$ cat src/rtl/sample_writer_pkg.sv
// Shared constants and FSM encoding for the decimating peak sample writer.
package sample_writer_pkg;

  localparam int unsigned DefaultWidth = 8;
  localparam int unsigned DefaultAddr  = 8;
  localparam int unsigned DefaultDecim = 4;

  typedef enum logic [0:0] {
    StAcc   = 1'b0,
    StWrite = 1'b1
  } state_e;

endpackage

$ cat src/rtl/abs_sat.sv
// Combinational magnitude of a signed sample; the most negative code saturates to max positive.
module abs_sat #(
  parameter int unsigned WIDTH = 8
) (
  input  logic signed [WIDTH-1:0] sample_i,
  output logic        [WIDTH-1:0] mag_o
);

  logic [WIDTH-1:0] raw;
  logic [WIDTH-1:0] neg;

  assign raw = sample_i;
  assign neg = ~raw + 1'b1;

  always_comb begin
    mag_o = raw;
    if (raw[WIDTH-1]) begin
      // Only 100..0 has no positive counterpart.
      if (raw[WIDTH-2:0] == '0) begin
        mag_o = {1'b0, {(WIDTH-1){1'b1}}};
      end else begin
        mag_o = neg;
      end
    end
  end

endmodule

$ cat src/rtl/sample_writer.sv
// Decimating sample writer: stores the peak magnitude of every DECIM accepted samples into a RAM.
// Optional peak-hold output is enabled by defining SAMPLE_WRITER_PEAK_HOLD_EN.
module sample_writer
  import sample_writer_pkg::*;
#(
  parameter int unsigned WIDTH = DefaultWidth,
  parameter int unsigned ADDR  = DefaultAddr,
  parameter int unsigned DECIM = DefaultDecim
) (
  input  logic                    i_clk,
  input  logic                    i_rst,
  input  logic signed [WIDTH-1:0] i_sample,
  input  logic                    i_valid,
  output logic                    o_ready,
  input  logic                    i_clear,
  output logic        [ADDR-1:0]  o_addr,
  output logic                    o_rw,
  output logic                    o_wen,
  output logic        [WIDTH-1:0] o_data,
  output logic        [ADDR-1:0]  o_wptr,
  output logic                    o_full,
  output logic        [WIDTH-1:0] o_peak
);

  localparam int unsigned CntW = (DECIM > 1) ? $clog2(DECIM) : 1;
  localparam logic [CntW-1:0] CntLast = CntW'(DECIM - 1);

  state_e           state_q;
  logic [CntW-1:0]  cnt_q;
  logic [WIDTH-1:0] acc_q;
  logic [WIDTH-1:0] data_q;
  logic [ADDR-1:0]  wptr_q;
  logic             full_q;
  logic             ready_q;

  logic [WIDTH-1:0] mag;
  logic [WIDTH-1:0] blk_max;
  logic             accept;
  logic             writing;

  abs_sat #(
    .WIDTH(WIDTH)
  ) u_abs_sat (
    .sample_i(i_sample),
    .mag_o   (mag)
  );

  assign blk_max = (mag > acc_q) ? mag : acc_q;
  assign accept  = i_valid && ready_q;
  assign writing = (state_q == StWrite);

  always_ff @(posedge i_clk or negedge i_rst) begin
    if (!i_rst) begin
      state_q <= StAcc;
      cnt_q   <= '0;
      acc_q   <= '0;
      data_q  <= '0;
      wptr_q  <= '0;
      full_q  <= 1'b0;
      ready_q <= 1'b0;
    end else if (i_clear) begin
      // A write in progress is still driven this cycle; clear lands at the edge.
      state_q <= StAcc;
      cnt_q   <= '0;
      acc_q   <= '0;
      wptr_q  <= '0;
      full_q  <= 1'b0;
      ready_q <= 1'b1;
    end else begin
      unique case (state_q)
        StAcc: begin
          ready_q <= 1'b1;
          if (accept) begin
            acc_q <= blk_max;
            cnt_q <= cnt_q + 1'b1;
            if (cnt_q == CntLast) begin
              data_q  <= blk_max;
              state_q <= StWrite;
              ready_q <= 1'b0;
            end
          end
        end
        StWrite: begin
          wptr_q  <= wptr_q + 1'b1;
          if (wptr_q == '1) begin
            full_q <= 1'b1;
          end
          acc_q   <= '0;
          cnt_q   <= '0;
          state_q <= StAcc;
          ready_q <= 1'b1;
        end
        default: state_q <= StAcc;
      endcase
    end
  end

  assign o_ready = ready_q;
  assign o_rw    = writing;
  assign o_wen   = writing;
  assign o_addr  = wptr_q;
  assign o_data  = writing ? data_q : '0;
  assign o_wptr  = wptr_q;
  assign o_full  = full_q;

`ifdef SAMPLE_WRITER_PEAK_HOLD_EN
  logic [WIDTH-1:0] peak_q;

  always_ff @(posedge i_clk or negedge i_rst) begin
    if (!i_rst) begin
      peak_q <= '0;
    end else if (i_clear) begin
      peak_q <= '0;
    end else if (writing && (data_q > peak_q)) begin
      peak_q <= data_q;
    end
  end

  assign o_peak = peak_q;
`else
  assign o_peak = '0;
`endif

endmodule

$ cat config.mk
export PLATFORM = sky130hd
export DESIGN_NAME = sample_writer
export DESIGN_NICKNAME = d
export VERILOG_FILES = /design/src/rtl/sample_writer_pkg.sv /design/src/rtl/abs_sat.sv /design/src/rtl/sample_writer.sv
export SDC_FILE = /design/constraint.sdc
export NUM_CORES = 1
export LEC_CHECK = 0
export CAP_MARGIN = 0
export CORE_MARGIN = 3
export CORE_UTILIZATION = 45
export CTS_CLUSTER_SIZE = 8
export DETAILED_ROUTE_END_ITERATION = 6
export GPL_TIMING_DRIVEN = 1
export PLACE_DENSITY = 0.82
export SYNTH_ARGS = -nofsm -noshare
export SYNTH_HDL_FRONTEND = slang
export SYNTH_SLANG_ARGS = --single-unit
$ cat constraint.sdc
create_clock -name i_clk -period 1.91 [get_ports i_clk]
set_input_delay 0.382 -clock i_clk [delete_from_list [all_inputs] [get_ports i_clk]]
set_output_delay 0.382 -clock i_clk [all_outputs]
set_load 0.01 [all_outputs]
Yosys cells after proc, flatten, opt, wreduce, memory -nomap -nowiden
Index checks and enable logic that the tools add are counted.
{"block": "word_totals", "out_inout_bits": 36, "reg_bits": 29, "in_bits": 12, "elab_cells": 46}
{"block": "op_classes", "n_addsub": 3, "magnitude_cmp": 1, "eq_ne": 3, "n_bitwise": 3, "n_mux": 23, "n_reduce_logical": 6}
{"op": "$mux 8", "n": 8}
{"op": "$add 8x1->8 const B", "n": 2}
{"op": "$pmux 8 s2", "n": 1}
{"op": "$mux 1", "n": 9}
{"op": "$eq 8x8->1 const B", "n": 1}
{"op": "$gt 8x8->1", "n": 1}
{"op": "$not 8->8", "n": 1}
{"op": "$logic_not 7->1", "n": 1}
{"op": "$mux 2", "n": 2}
{"op": "$pmux 1 s2", "n": 2}
{"op": "$pmux 2 s2", "n": 1}
{"op": "$reduce_and 4->1", "n": 1}
{"op": "$reduce_bool 2->1", "n": 2}
{"op": "$ne 3x3->1 const B", "n": 1}
{"op": "$add 2x1->2 const B", "n": 1}
{"op": "$eq 2x2->1 const B", "n": 1}
{"op": "$not 1->1", "n": 2}
{"op": "$reduce_and 2->1", "n": 1}
{"op": "$logic_and 1x1->1", "n": 1}

Longest topological paths before layout
{"block": "logic_depth", "word_depth": 9, "depth_mapped": 14, "depth_no_buf": 13}

By module
Synthesis repeated with hierarchy kept, for this count alone.
{"block": "unflattened", "cells_unflattened": 208, "hier_area_um2": 1970.6}
{"mod": "sample_writer", "cells_per_inst": 173, "area_each_um2": 1757.9, "n_inst": 1, "seq_area_each_um2": 725.7}
{"mod": "abs_sat", "cells_per_inst": 35, "area_each_um2": 212.7, "n_inst": 1, "seq_area_each_um2": 0.0}

Worst setup path after synthesis
OpenSTA, ideal clock, no wires.
{"block": "synth_timing", "path_kind": "input -> register", "start": "input i_sample[1]", "end": "register acc_q[1]", "t_required_ns": 1.788, "setup_time_ns": 0.122, "arrival_ns": 2.799, "path_buffers": 1, "slack_ns": -1.011, "stages": 10, "path_cell_list": "or4_4 or4_4 clkinv_2 ha_1 nand4_1 or2_2 buf_2 nand2_1 nand2_1 a32o_1"}
{"block": "synth_via", "elab_chain_len": 9, "word_cells_on_any_way": 10, "cone_classes": "add/sub: 1; order compare: 1; mux: 6; bitwise: 1; reduce/logical: 1"}
{"item": "from (decl)", "line_no": "sample_writer.sv:12", "source": "input logic signed [WIDTH-1:0] i_sample,"}
{"item": "$not 8->8", "line_no": "abs_sat.sv:13", "source": "assign neg = ~raw + 1'b1;"}
{"item": "$add 8x1->8", "line_no": "abs_sat.sv:13"}
{"item": "$mux 8", "line_no": "abs_sat.sv:19", "source": "if (raw[WIDTH-2:0] == '0) begin"}
{"item": "$mux 8 *", "line_no": "abs_sat.sv:17", "source": "if (raw[WIDTH-1]) begin"}
{"item": "$gt 8x8->1", "line_no": "sample_writer.sv:48", "source": "assign blk_max = (mag > acc_q) ? mag : acc_q;"}
{"item": "$mux 8 *", "line_no": "sample_writer.sv:48"}
{"item": "$mux 8 *", "line_no": "sample_writer.sv:73", "source": "if (accept) begin"}
{"item": "$pmux 8 s2 *", "line_no": "sample_writer.sv:70", "source": "unique case (state_q)"}
{"item": "$mux 8 *", "line_no": "sample_writer.sv:61", "source": "end else if (i_clear) begin"}
{"item": "to (signal assigned)", "line_no": "sample_writer.sv:74", "source": "acc_q <= blk_max;"}
{"item": "to (decl)", "line_no": "sample_writer.sv:30", "source": "logic [WIDTH-1:0] acc_q;"}
Mark *: on every way between the ends. The rest lies on a longest branch, timed or not. The select of a mux whose other input is x is not followed.
A chain may end at the register's enable or synchronous reset.

Worst setup path after layout
{"block": "layout_timing", "start": "input i_sample[0]", "end": "register data_q[2]"}
{"block": "layout_via", "elab_chain_len": 6, "word_cells_on_any_way": 7, "cone_classes": "add/sub: 1; order compare: 1; mux: 3; bitwise: 1; reduce/logical: 1"}
{"item": "$not 8->8", "line_no": "abs_sat.sv:13"}
{"item": "$add 8x1->8", "line_no": "abs_sat.sv:13"}
{"item": "$mux 8", "line_no": "abs_sat.sv:19"}
{"item": "$mux 8 *", "line_no": "abs_sat.sv:17"}
{"item": "$gt 8x8->1", "line_no": "sample_writer.sv:48"}
{"item": "$mux 8 *", "line_no": "sample_writer.sv:48"}
{"item": "to (signal assigned)", "line_no": "sample_writer.sv:77", "source": "data_q <= blk_max;"}
{"item": "to (decl)", "line_no": "sample_writer.sv:31", "source": "logic [WIDTH-1:0] data_q;"}
Mark *: on every way between the ends. The rest lies on a longest branch, timed or not.

==> flow_summary.toml <==
[clocking]
cts_hold_buf = 0
cts-htree-levels = 2
cts_tree = "done"
cts.clk_slew.worst_paths_ns = 0.06
cts.path.max_buffers = 2
clkLatencyLatePin_ns = 0.28
cts_buffers = 5
clock-root-buffer = "clkbuf_8"
cts_num_sinks = 29

[logic_synthesis]
muxShareOfSynthArea = 0.0103
syn-cell-area_um2 = 1940
seq_area_frac_synth = 0.374
synth-xor-area-share = 0.0271
synth_top_cell_area_share = 0.374
synth-simple-area-share = 0.199
yosys.area_share.adder = 0.0709
synthDistinctLibCells = 43
syn_avg_cell_area_um2 = 9.11
synth_edf_count = 0
async_reset_ff_frac = 1.00
netlist_instances = 213
synth_top_family_by_area = "compound AO/OA/AOI/OAI gates"
synth_ff_type = "dfrtp_1"
synth_compound_area_frac = 0.204
yosys_register_bits = 29
synth.largest_area_cell = "dfrtp_1"
netlist_top_cells_area = "dfrtp_1 (37%), ha_1 (7.1%), buf_4 (6.6%)"
yosys_warnings = 0

[min_path]
hold_class = "input pin to asynchronous set/reset pin"

[setup_path]
cpMaxStageDelayCell = "or4_4"
crit_required_ns = 2.10
worstPathArrival_ns = 2.98
crit_path_start_kind = "input pin"
slowest_delay_ns = 0.58
crit_fanout = 8
cp-end-kind = "flop"
cp_cell_sequence = "buf_6 -> buf_6 -> or4_4 -> or4_4 -> clkinv_4 -> ha_4 -> nand4_1 -> buf_4 -> or2_4 -> nand2_8 -> buf_4 -> nand4_1 -> o211ai_1"
path_class = "input pin to flop"

[sta]
skew_ns = 0.00442
final.setup.tns_ns = -13.22
hold_violations = 0
timing.fmax_mhz = 359
final.setup.worst_slack_ns = -0.877
setup_viol = 16
rsz0062_at_grt = "true"
finalMaxSlewViolations = 0
finalCritPeriodShare = 1.46
layout_min_cycle_time_ns = 2.79

[routing]
first_pass_iters = 4
dr_total_vias = 1935
ant_nets = 0
routed_wl_um = 5420
avgRoutedWirePerCell_um = 15.6
via_per_inst = 5.56
drtIter0Drc = 87
drcViolationCount = 0

[global_route]
grt_pass1_vias = 1885
grtUsageMet2 = 0.381
grt_overflow = 0
top_usage_layer = "met2"
grtUsageMet1 = 0.225
track_usage = 0.207
grtUsageMet3 = 0.0393
grt_pass1_wl_um = 8470
grt_antenna_before_repair = 0
grt_max_degree = 30

[floorplan]
placementRows = 23
start_util = 0.475
pin_count = 48
dieHeight_um = 71.7
design.die.area_um2 = 5140
die_x_um = 71.7
core_area_um2 = 4090

[outcome]
violations = "setup timing"
status = "finished with violations"

[place]
place_area_um2 = 2640
dp_hpwl_um = 3630
gp_congestion = 0.837
numPortBuffers = 39

[finish]
final_cell_mix = "buf_4 (54), clkdlybuf4s50_1 (34), dfrtp_1 (28)"
antenna_cells = 0
fin_nets = 320
layout-drive-gt1-share = 0.329
syn2layout_area_growth_pct = 53.4
stdcell_area_um2 = 2980
mostFrequentLayoutCell = "buf_4"

[power]
cellPowerDensity_nw_per_um2 = 622
ir_worst_vdd_v = 0.000313
total_leakage_power_uw = 0.00128

[job]
drv_cap = 0
synthesized netlist by cell type, types with 4 or more instances:
cell / count
nand3_1: 9
a32o_1: 4
a31oi_1: 8
inv_1: 14
ha_1: 11
a21oi_1: 7
buf_4: 17
buf_2: 4
dfrtp_1: 29
o211ai_1: 11
nor2_1: 20
o21ai_0: 5
xor2_1: 4
nand4_1: 7
o2bb2ai_1: 4
nand2_1: 9
and2_1: 10
layer usage:
layer  vias up  part of all wire
met4         0             0.028
met5         -                 0
met1       931              0.39
met2        76              0.53
li1        912                 -
met3        16             0.055
critical path: cells and delay by family:
family / cells / cell delay [ns]
buffers and inverters: 5 / 0.59
AND/OR/NAND/NOR: 6 / 1.74
adder cells (fa/ha/maj): 1 / 0.14
AO/OA/AOI/OAI: 1 / 0.12
timing repair:
action | CTS | global route
endpoints found under the setup margin | 26 | 16
gates resized for setup | 26 | 11
pin swaps | 21 | 19
setup buffers | 10 | 6
state kept, by name (all words and copies together) (netlist names):
signal and count:
acc_q 8, o_rw 1, o_addr 8, data_q 8, o_ready 1, cnt_q 2
o_full 1
final cells by class:
cell class / instances / area [um^2]
clock buffers: 7 / 96.3
clock inverters: 1 / 5.00
fillers: 295 / 1110
inverters: 15 / 61.3
multi-input cells: 151 / 1200
flip-flops and latches: 29 / 727
well taps: 50 / 62.6
repair buffers: 95 / 825
metrics by stage:
stage / hold slack (ns) / power (uW) / cells / util / setup WS, ns
floorplan: 0.0864 / 1010 / 220 / - / -0.823
global placement: 0.478 / 1170 / 325 / 0.645 / -1.46
detailed placement: 0.490 / 1190 / 325 / 0.645 / -1.53
CTS: 0.497 / 1790 / 342 / 0.700 / -0.771
global route: 0.528 / 1950 / 348 / 0.728 / -0.980
finish: 0.486 / 1850 / 348 / 0.728 / -0.877
worst paths after layout:
check	start	end	slack [ns]	depth (start not counted)
setup reg to reg	acc_q[3]	data_q[2]	-0.15	9
hold reg to reg	o_full	o_full	0.52	2
max in group asynchronous	i_rst	o_rw	1.12	2
setup / recovery	i_sample[0]	data_q[2]	-0.88	13
min in group i_clk	o_full	o_full	0.52	2
hold / removal	i_rst	o_full	0.49	2
where the power goes:
group / switching, uW / internal (uW) / leakage, uW
combinational: 293 / 276 / 0.000840
sequential: 41.6 / 685 / 0.000387
clock: 231 / 325 / 0.0000542
cells by family (layout without fill, tap and decap cells):
family,after synthesis,count (layout)
AND/OR/NAND/NOR,73,73
AO/OA/AOI/OAI,51,51
buffers and inverters,40,118
flip-flops,29,29
adder cells (fa/ha/maj),11,11
XOR/XNOR,6,6
multiplexers,2,2
other,1,8
No activity file was read; power rests on OpenSTA's default activity.
